`src/rtl/pixel_writeback_fifo.sv`:
```
// Buffers extended pixels from the raycaster and writes each one to the framebuffer
// as three 32-bit beats (word0, word1, word2) on a valid/ready memory port.
//
// state  | meaning
// S_IDLE | nothing in flight, mem_valid low
// S_W0   | presenting word0 of the head pixel
// S_W1   | presenting word1 of the head pixel
// S_W2   | presenting word2; head entry is popped when it is accepted
module pixel_writeback_fifo #(
    parameter int          DEPTH   = 8,
    parameter logic [31:0] FB_BASE = 32'h0
) (
    input  logic                    clk,
    input  logic                    rst,
    input  logic [31:0]             pix_word0,
    input  logic [31:0]             pix_word1,
    input  logic [31:0]             pix_word2,
    input  logic [31:0]             pix_addr,
    input  logic                    pix_we,
    input  logic                    frame_done,
    input  logic                    clear_status,
    output logic [31:0]             mem_addr,
    output logic [31:0]             mem_wdata,
    output logic                    mem_valid,
    input  logic                    mem_ready,
    output logic [$clog2(DEPTH):0]  fifo_level,
    output logic                    overflow,
    output logic [15:0]             drop_count,
    output logic                    frame_flushed,
    output logic                    busy
);
    localparam int AW = $clog2(DEPTH);
    localparam logic [AW:0] LVL_FULL = DEPTH[AW:0];
    localparam logic [AW:0] LVL_ONE  = {{AW{1'b0}}, 1'b1};

    typedef enum logic [1:0] {S_IDLE, S_W0, S_W1, S_W2} state_t;
    state_t state, state_nxt;

    logic [31:0]   q_w0 [DEPTH];
    logic [31:0]   q_w1 [DEPTH];
    logic [31:0]   q_w2 [DEPTH];
    logic [31:0]   q_pa [DEPTH];
    logic [AW:0]   wr_ptr, rd_ptr;
    logic [AW-1:0] head_idx, next_idx;
    logic          full, empty, accept, pop, push_ok, drop;
    logic          flush_pending, flush_cond;
    logic          load_en, valid_nxt;
    logic [31:0]   ld_addr, ld_data;
    logic [15:0]   drop_base;

    function automatic logic [31:0] pix_base(input logic [31:0] a);
        return FB_BASE + (a << 3) + (a << 2);
    endfunction

    assign fifo_level = wr_ptr - rd_ptr;
    assign head_idx   = rd_ptr[AW-1:0];
    assign next_idx   = head_idx + 1'b1;
    assign full       = (fifo_level == LVL_FULL);
    assign empty      = (fifo_level == '0);
    assign accept     = mem_valid & mem_ready;
    assign pop        = (state == S_W2) & accept;
    // A pop on the same edge frees the slot, so a push into a full FIFO still lands.
    assign push_ok    = pix_we & (~full | pop);
    assign drop       = pix_we & full & ~pop;
    assign busy       = ~empty | (state != S_IDLE);
    assign flush_cond = flush_pending & empty & (state == S_IDLE) & ~pix_we;
    assign drop_base  = clear_status ? 16'h0 : drop_count;

    always_ff @(posedge clk) begin
        if (push_ok) begin
            q_w0[wr_ptr[AW-1:0]] <= pix_word0;
            q_w1[wr_ptr[AW-1:0]] <= pix_word1;
            q_w2[wr_ptr[AW-1:0]] <= pix_word2;
            q_pa[wr_ptr[AW-1:0]] <= pix_addr;
        end
    end

    always_comb begin
        state_nxt = state;
        valid_nxt = mem_valid;
        load_en   = 1'b0;
        ld_addr   = mem_addr;
        ld_data   = mem_wdata;
        case (state)
            S_IDLE: if (!empty) begin
                state_nxt = S_W0;
                valid_nxt = 1'b1;
                load_en   = 1'b1;
                ld_addr   = pix_base(q_pa[head_idx]);
                ld_data   = q_w0[head_idx];
            end
            S_W0: if (accept) begin
                state_nxt = S_W1;
                load_en   = 1'b1;
                ld_addr   = mem_addr + 32'd4;
                ld_data   = q_w1[head_idx];
            end
            S_W1: if (accept) begin
                state_nxt = S_W2;
                load_en   = 1'b1;
                ld_addr   = mem_addr + 32'd4;
                ld_data   = q_w2[head_idx];
            end
            S_W2: if (accept) begin
                // Chain straight into the next pixel; if the only other entry is
                // arriving on this very edge, take it from the input pins.
                if (fifo_level != LVL_ONE) begin
                    state_nxt = S_W0;
                    load_en   = 1'b1;
                    ld_addr   = pix_base(q_pa[next_idx]);
                    ld_data   = q_w0[next_idx];
                end else if (push_ok) begin
                    state_nxt = S_W0;
                    load_en   = 1'b1;
                    ld_addr   = pix_base(pix_addr);
                    ld_data   = pix_word0;
                end else begin
                    state_nxt = S_IDLE;
                    valid_nxt = 1'b0;
                end
            end
            default: begin
                state_nxt = S_IDLE;
                valid_nxt = 1'b0;
            end
        endcase
    end

    always_ff @(posedge clk or posedge rst) begin
        if (rst) begin
            state         <= S_IDLE;
            wr_ptr        <= '0;
            rd_ptr        <= '0;
            mem_valid     <= 1'b0;
            mem_addr      <= '0;
            mem_wdata     <= '0;
            overflow      <= 1'b0;
            drop_count    <= '0;
            flush_pending <= 1'b0;
            frame_flushed <= 1'b0;
        end else begin
            state     <= state_nxt;
            mem_valid <= valid_nxt;
            if (load_en) begin
                mem_addr  <= ld_addr;
                mem_wdata <= ld_data;
            end
            if (push_ok) wr_ptr <= wr_ptr + 1'b1;
            if (pop)     rd_ptr <= rd_ptr + 1'b1;
            // A drop on the same edge as clear_status leaves the flag set with a count of one.
            if (drop) begin
                overflow   <= 1'b1;
                drop_count <= (drop_base == 16'hFFFF) ? drop_base : drop_base + 16'd1;
            end else if (clear_status) begin
                overflow   <= 1'b0;
                drop_count <= '0;
            end
            frame_flushed <= flush_cond;
            flush_pending <= flush_cond ? 1'b0 : (flush_pending | frame_done);
        end
    end
endmodule
```
`config.mk`:
```
export PLATFORM = sky130hd
export DESIGN_NAME = pixel_writeback_fifo
export DESIGN_NICKNAME = d
export VERILOG_FILES = /design/src/rtl/pixel_writeback_fifo.sv
export SDC_FILE = /design/constraint.sdc
export NUM_CORES = 2
export LEC_CHECK = 0
export CAP_MARGIN = 20
export CORE_MARGIN = 2
export CORE_UTILIZATION = 50
export CTS_BUF_LIST = sky130_fd_sc_hd__clkbuf_16
export CTS_CLUSTER_SIZE = 30
export DETAILED_ROUTE_END_ITERATION = 8
export GPL_TIMING_DRIVEN = 0
export PLACE_DENSITY = 0.7
export SLEW_MARGIN = 20
export SYNTH_ARGS = -nofsm -noshare
export SYNTH_HDL_FRONTEND = slang
export SYNTH_SLANG_ARGS = --single-unit
export TNS_END_PERCENT = 5
```
`constraint.sdc`:
```
create_clock -name clk -period 13.54 [get_ports clk]
set_input_delay 1.354 -clock clk [delete_from_list [all_inputs] [get_ports clk]]
set_output_delay 1.354 -clock clk [all_outputs]
set_load 0.005 [all_outputs]
```
# Yosys cells after proc, flatten, opt, wreduce, memory -nomap -nowiden

Memories as Yosys holds them, arrays and structs flattened.
Cells that the tools add are included.

Equal/unequal tests: 14
Mux-type cells: 38
Bitwise operators: 15
Reduce and logical (&&, ||, !) cells: 10
Add/subtract/negate cells: 9

Operator list:

| operator              | count |
|---|---|
| $mux 32               | 11 |
| $pmux 32 s4           | 1 |
| $add 32x32->32        | 3 |
| $pmux 32 s3           | 1 |
| $mux 16               | 3 |
| $add 32x3->32 const B | 1 |
| $add 16x1->16 const B | 1 |
| $eq 16x16->1 const B  | 1 |
| $mux 1                | 15 |
| $ne 2x2->1 const B    | 6 |
| $reduce_and 5->1      | 2 |
| $add 4x1->4 const B   | 2 |
| $and 1x1->1           | 8 |
| $mux 2                | 4 |
| $pmux 2 s4            | 1 |
| $reduce_and 6->1      | 1 |
| $reduce_bool 2->1     | 3 |
| $eq 2x2->1 const B    | 2 |
| $eq 4x4->1 const B    | 1 |
| $logic_not 4->1       | 1 |
| $ne 4x1->1 const B    | 1 |
| $not 1->1             | 4 |
| $reduce_and 4->1      | 1 |
| $sub 4x4->4           | 1 |
| 9 further kinds       | 11 |

Flip-flop bits (word level): 94
Logic and storage cells: 100
Memories: 4
Memory bits (writable): 1024
Output and inout bits: 88
Input bits: 134

Memories:

| name | words | bits a word | rd ports | clocked after Yosys merged registers in | wr ports | line | text |
|---|---|---|---|---|---|---|---|
| q_pa | 8     | 32          | 2        | 0                                       | 1        | 42   | `logic [31:0] q_pa [DEPTH];` |
| q_w0 | 8     | 32          | 2        | 0                                       | 1        | 39   | `logic [31:0] q_w0 [DEPTH];` |
| q_w1 | 8     | 32          | 1        | 0                                       | 1        | 40   | `logic [31:0] q_w1 [DEPTH];` |
| q_w2 | 8     | 32          | 1        | 0                                       | 1        | 41   | `logic [31:0] q_w2 [DEPTH];` |

# Logic depth before layout (Yosys ltp)

Depth after elaboration: 10
Gate-level depth with buffers: 20

# Worst setup path before layout

Ideal clock, no wire load.

Path type: flip-flop to flip-flop
Start: register rd_ptr[2]
End: memory q_pa[0][0] (enable)
Cell stages (with the launch flop): 16
Arrival time: 11.810 ns
Path buffers: 6
Slack: 0.964 ns
Period minus slack after synthesis: 12.576 ns
Path through: dfrtp_1 buf_2 inv_2 buf_1 clkbuf_1 clkbuf_1 clkbuf_1 ha_1 o21a_1 o21ai_0 and2_4 buf_6 o21ai_0 inv_1 nand2_1 nor3_1

Longest elaborated chain between the ends: 7

Ends and longest elaborated chain:

| what                         | line | text |
|---|---|---|
| from (decl)                  | 43   | `logic [AW:0] wr_ptr, rd_ptr;` |
| from (signal assigned)       | 149  | `if (pop) rd_ptr <= rd_ptr + 1'b1;` |
| $sub 4x4->4                  | 55   | `assign fifo_level = wr_ptr - rd_ptr;` |
| $eq 4x4->1                   | 58   | `assign full = (fifo_level == LVL_FULL);` |
| $not 1->1                    | 63   | `assign push_ok = pix_we & (~full \| pop);` |
| $or 1x1->1                   | 63   |  |
| $and 1x1->1                  | 63   |  |
| $mux 1                       | 70   | `if (push_ok) begin` |
| $mux 1 (not written as such) | 74   | `q_pa[wr_ptr[AW-1:0]] <= pix_addr;` |
| to (decl)                    | 42   |  |

No other way between the ends.

# Worst setup path after layout

Start: register rd_ptr[1]
End: output port busy

Longest elaborated chain between the ends: 4

Ends and longest elaborated chain:

| what            | line | text |
|---|---|---|
| $sub 4x4->4     | 55   |  |
| $logic_not 4->1 | 59   | `assign empty = (fifo_level == '0);` |
| $not 1->1       | 65   | `assign busy = ~empty \| (state != S_IDLE);` |
| $or 1x1->1      | 65   |  |
| to (decl)       | 30   | `output logic busy` |

No other way between the ends.

==> results.sh <==
export IMPL_status="completed"
export IMPL_placementRows=117
export IMPL_setup_slack_ns=5.632
export IMPL_grt_antenna_before_repair=30
export IMPL_synth_edff_count=1008
export IMPL_drt_total_wl_um=147900
export IMPL_holdPathStages=1
export IMPL_fin_nets=3836
export IMPL_io_buffers=217
export IMPL_ir_drop_v=0.0001919
export IMPL_critical_path_max_stage_delay_ns=0.86
export IMPL_numCtsBuffers=109
export IMPL_yosys_warnings=0
export IMPL_cts_setup_buffers=0
export IMPL_synth_area_per_cell_sq_um=16.24
export IMPL_cts_root_buf="clkbuf_16"
export IMPL_clk_path_buf_depth=3
export IMPL_die_y_um=325.6
export IMPL_grt_pass1_wl_um=215800
export IMPL_wl_per_cell_um=29.11
export IMPL_critPathKind="reg -> out"
export IMPL_place_area_sq_um=57090
export IMPL_slew_viol_final=0
export IMPL_synth_async_reset_ratio_pct=8.364
export IMPL_grt_pass1_vias=31820
export IMPL_cp_slowest_cell="clkbuf_1"
export IMPL_yosysSeqAreaShare_pct=62.98
export IMPL_initial_core_util_pct=50.61
export IMPL_startpoint_type="flop"
export IMPL_layout_cell_area_non_filler_sq_um=60700
export IMPL_cts_tree="yes"
export IMPL_routed_via_density=6.401
export IMPL_finalPower_mw=17.37
export IMPL_hold_violations=0
export IMPL_worst_slew_pin_slew_ns=1.202
export IMPL_dieArea_sq_um=106000
export IMPL_min_from="mem_wdata[1]$_DFFE_PP0P_"
export IMPL_ys_types=73
export IMPL_die_x_um=325.6
export IMPL_min_path_type="reg -> reg"
export IMPL_netlist_instances=3184
export IMPL_crit_arrival_ns=6.55
export IMPL_r2r_start="rd_ptr[1]$_DFFE_PP0P_"
export IMPL_core_sq_um=102200
export IMPL_fmax_ghz=0.1265
export IMPL_synth_flop_cell="edfxtp_1"
export IMPL_synthesis_area_sq_um=51720
export IMPL_post_route_period_util_pct=58.40
export IMPL_num_vias=32520
export IMPL_finClkSkew_ns=0.04825
export IMPL_ios=222
export IMPL_antenna_left=0
export IMPL_rsz0062_at_grt="no"
export IMPL_grt_max_degree=51
export IMPL_clkSinkCount=1100
export IMPL_setup_viol=0
export IMPL_place_ws_ns=5.609
export IMPL_ctsHoldBuffers=0
export IMPL_hold_end="mem_wdata[1]$_DFFE_PP0P_"
export IMPL_htree_levels=3
export IMPL_relSlewSlack_pct=19.87
export IMPL_fillers=7676
export IMPL_reg2reg_to="q_w1[0][6]$_DFFE_PP_"
export IMPL_grt_usage_pct=27.72
export IMPL_drt_first_iter_violations=4629
export IMPL_p_leak_nw=21.35
export IMPL_r2r_cells=21
export IMPL_cts_resized=0
export IMPL_synth_seq_cells=1100
export IMPL_gp_congestion=0.9468
export IMPL_worstSetupEndpointType="primary output"
export IMPL_path_cells="clkbuf_1 > clkbuf_1 > clkbuf_1 > buf_1 > inv_1 > ha_1 > nor2b_1 > o21a_1 > or3_4 > and2_4 > buf_6 > nand3_1 > clkdlybuf4s50_1"
export IMPL_min_period_ns=7.908
export IMPL_place_hpwl_um=103900
export IMPL_worstPathMaxFanout=10
export IMPL_drc=0
export IMPL_grt_overflow=0
export IMPL_insertion_delay_ns=0.73
export IMPL_powerDensity_nw_per_um2=286.1
export IMPL_drt_first_pass_iters=8
export IMPL_r2r_slack_ns=5.82
export IMPL_layout_drive_gt1_share_pct=19.69
export IMPL_required_ns=12.19
export IMPL_clk_pin_slew_ns=0.06
export IMPL_area_growth_pct=17.36
export IMPL_crit_top_cell="clkbuf_1"
export IMPL_cap_violations=0
[sequential cells by signal (all words and copies together), names as in the netlist]
| name | flops |
|---|---|
| flush_pending | 1 |
| q_w2 | 256 |
| frame_flushed | 1 |
| drop_count | 16 |
| mem_valid | 1 |
| q_w1 | 256 |
| q_w0 | 256 |
| q_pa | 240 |
| mem_wdata | 32 |
| mem_addr | 30 |
| rd_ptr | 4 |
| state | 2 |
| wr_ptr | 4 |
| overflow | 1 |
[cell usage in the layout, fill, tap and decap left out, drive strengths merged, types with 5 or more instances in the layout]
cell type	instances
nor3b	5
clkbuf	217
diode	16
edfxtp	1008
o21a	16
nand4	14
mux2i	84
nand2b	16
clkinvlp	5
o21ai	64
o21bai	13
xnor2	65
bufinv	9
nand2	405
a31oi	19
buf	164
o31ai	6
mux4	376
and4	5
clkinv	40
and2	13
nor2b	15
inv	87
ha	96
a21o	73
xor2	43
a221oi	83
dfrtp	92
nor2	95
or3	9
nor3	24
and3	22
nand3	31
o22ai	9
a211oi	14
a21oi	100
clkdlybuf4s50	217
o211ai	52
mux2	29
[worst max path at each step]
stage / from / end / cells past startpoint
after detailed placement: rd_ptr[2]$_DFFE_PP0P_ / q_w1[0][6]$_DFFE_PP_ / 21
after CTS: rd_ptr[2]$_DFFE_PP0P_ / busy / 13
after global routing: rd_ptr[2]$_DFFE_PP0P_ / q_w1[0][6]$_DFFE_PP_ / 21
after floorplan: rd_ptr[2]$_DFFE_PP0P_ / q_pa[0][0]$_DFFE_PP_ / 15
after global placement: rd_ptr[2]$_DFFE_PP0P_ / q_w1[0][6]$_DFFE_PP_ / 15
final: rd_ptr[1]$_DFFE_PP0P_ / busy / 13
[per-layer routing]
metal,global-route usage [%],vias to the layer above,share of wire [%]
met5,0,-,0.10
met2,42.47,1845,46
li1,-,13710,-
met3,7.277,264,11
met1,39.13,16680,40
met4,8.846,24,2.7
[critical path: cells and delay by family, from the launching register on]
kind                     cells  cell delay [ns]
flip-flops                   1             0.49
adder cells (fa/ha/maj)      1             0.33
buffers and inverters        7             3.96
AO/OA/AOI/OAI                1             0.17
AND/OR/NAND/NOR              4             0.91
[power by group]
part	leakage [nW]	switching (mW)	internal, mW
combinational	9.19	5.65	4.05
sequential	10.3	0.309	4.36
clock	1.87	1.32	1.67
total	21.3	7.28	10.1
[synth_stat cells, drive strengths merged, types with 5 or more instances]
cell type | instances | share of area [%]
a211oi | 14 | 0.20
a21o | 73 | 1.1
a21oi | 100 | 0.97
a221oi | 83 | 1.4
a31oi | 19 | 0.23
and2 | 13 | 0.16
and3 | 22 | 0.27
and4 | 5 | 0.085
buf | 78 | 0.72
clkbuf | 102 | 0.74
dfrtp | 92 | 4.5
edfxtp | 1008 | 59
ha | 96 | 2.3
inv | 46 | 0.33
mux2 | 29 | 0.63
mux2i | 84 | 1.6
mux4 | 376 | 16
nand2 | 405 | 2.9
nand2b | 16 | 0.19
nand3 | 31 | 0.30
nand4 | 14 | 0.17
nor2 | 95 | 0.69
nor2b | 15 | 0.18
nor3 | 24 | 0.24
nor3b | 5 | 0.073
o211ai | 52 | 0.75
o21a | 16 | 0.23
o21ai | 64 | 0.62
o21bai | 13 | 0.19
o22ai | 9 | 0.11
o31ai | 6 | 0.087
or3 | 9 | 0.12
xnor2 | 65 | 1.1
xor2 | 43 | 0.73
[cells by family (layout without fill, tap and decap cells)]
kind of cell    after synthesis  in the layout  share of synthesized area (%)
compound gates              492            492                          6.624
buf+inv                     227            739                          1.802
mux                         489            489                          18.63
xor+xnor                    108            108                          1.829
other cells                   1             18                       0.007251
fa+ha+maj                   100            100                          2.477
simple gates                667            667                          5.651
flops                      1100           1100                          62.98
[layout make-up]
class	count	area, sq um	share of cell area (%)
Buffer	180	762.0	1.255
Timing Repair Buffer	306	3605	5.939
Clock buffer	112	2803	4.618
Inverter	47	181.4	0.2989
Antenna cell	16	40.04	0.06596
Tap cell	1368	1712	2.820
Sequential cell	1100	32570	53.66
Clock inverter	94	749.5	1.235
Multi-Input combinational cell	1858	18270	30.11
[through the flow]
| stage | std cells | hold slack [ns] | util [%] | TNS, ns |
|---|---|---|---|---|
| finish | 5081 | 0.4792 | 59.40 | 0 |
| global route | 5077 | 0.5024 | 59.39 | 0 |
| CTS | 5064 | 0.4833 | 59.35 | 0 |
| detailed placement | 4858 | 0.4693 | 55.88 | 0 |
| global placement | 4770 | 0.4627 | 54.42 | -5751.48 |
| floorplan | 3185 | 0.4559 | - | 0 |
No activity file was read; power rests on OpenSTA's default activity.
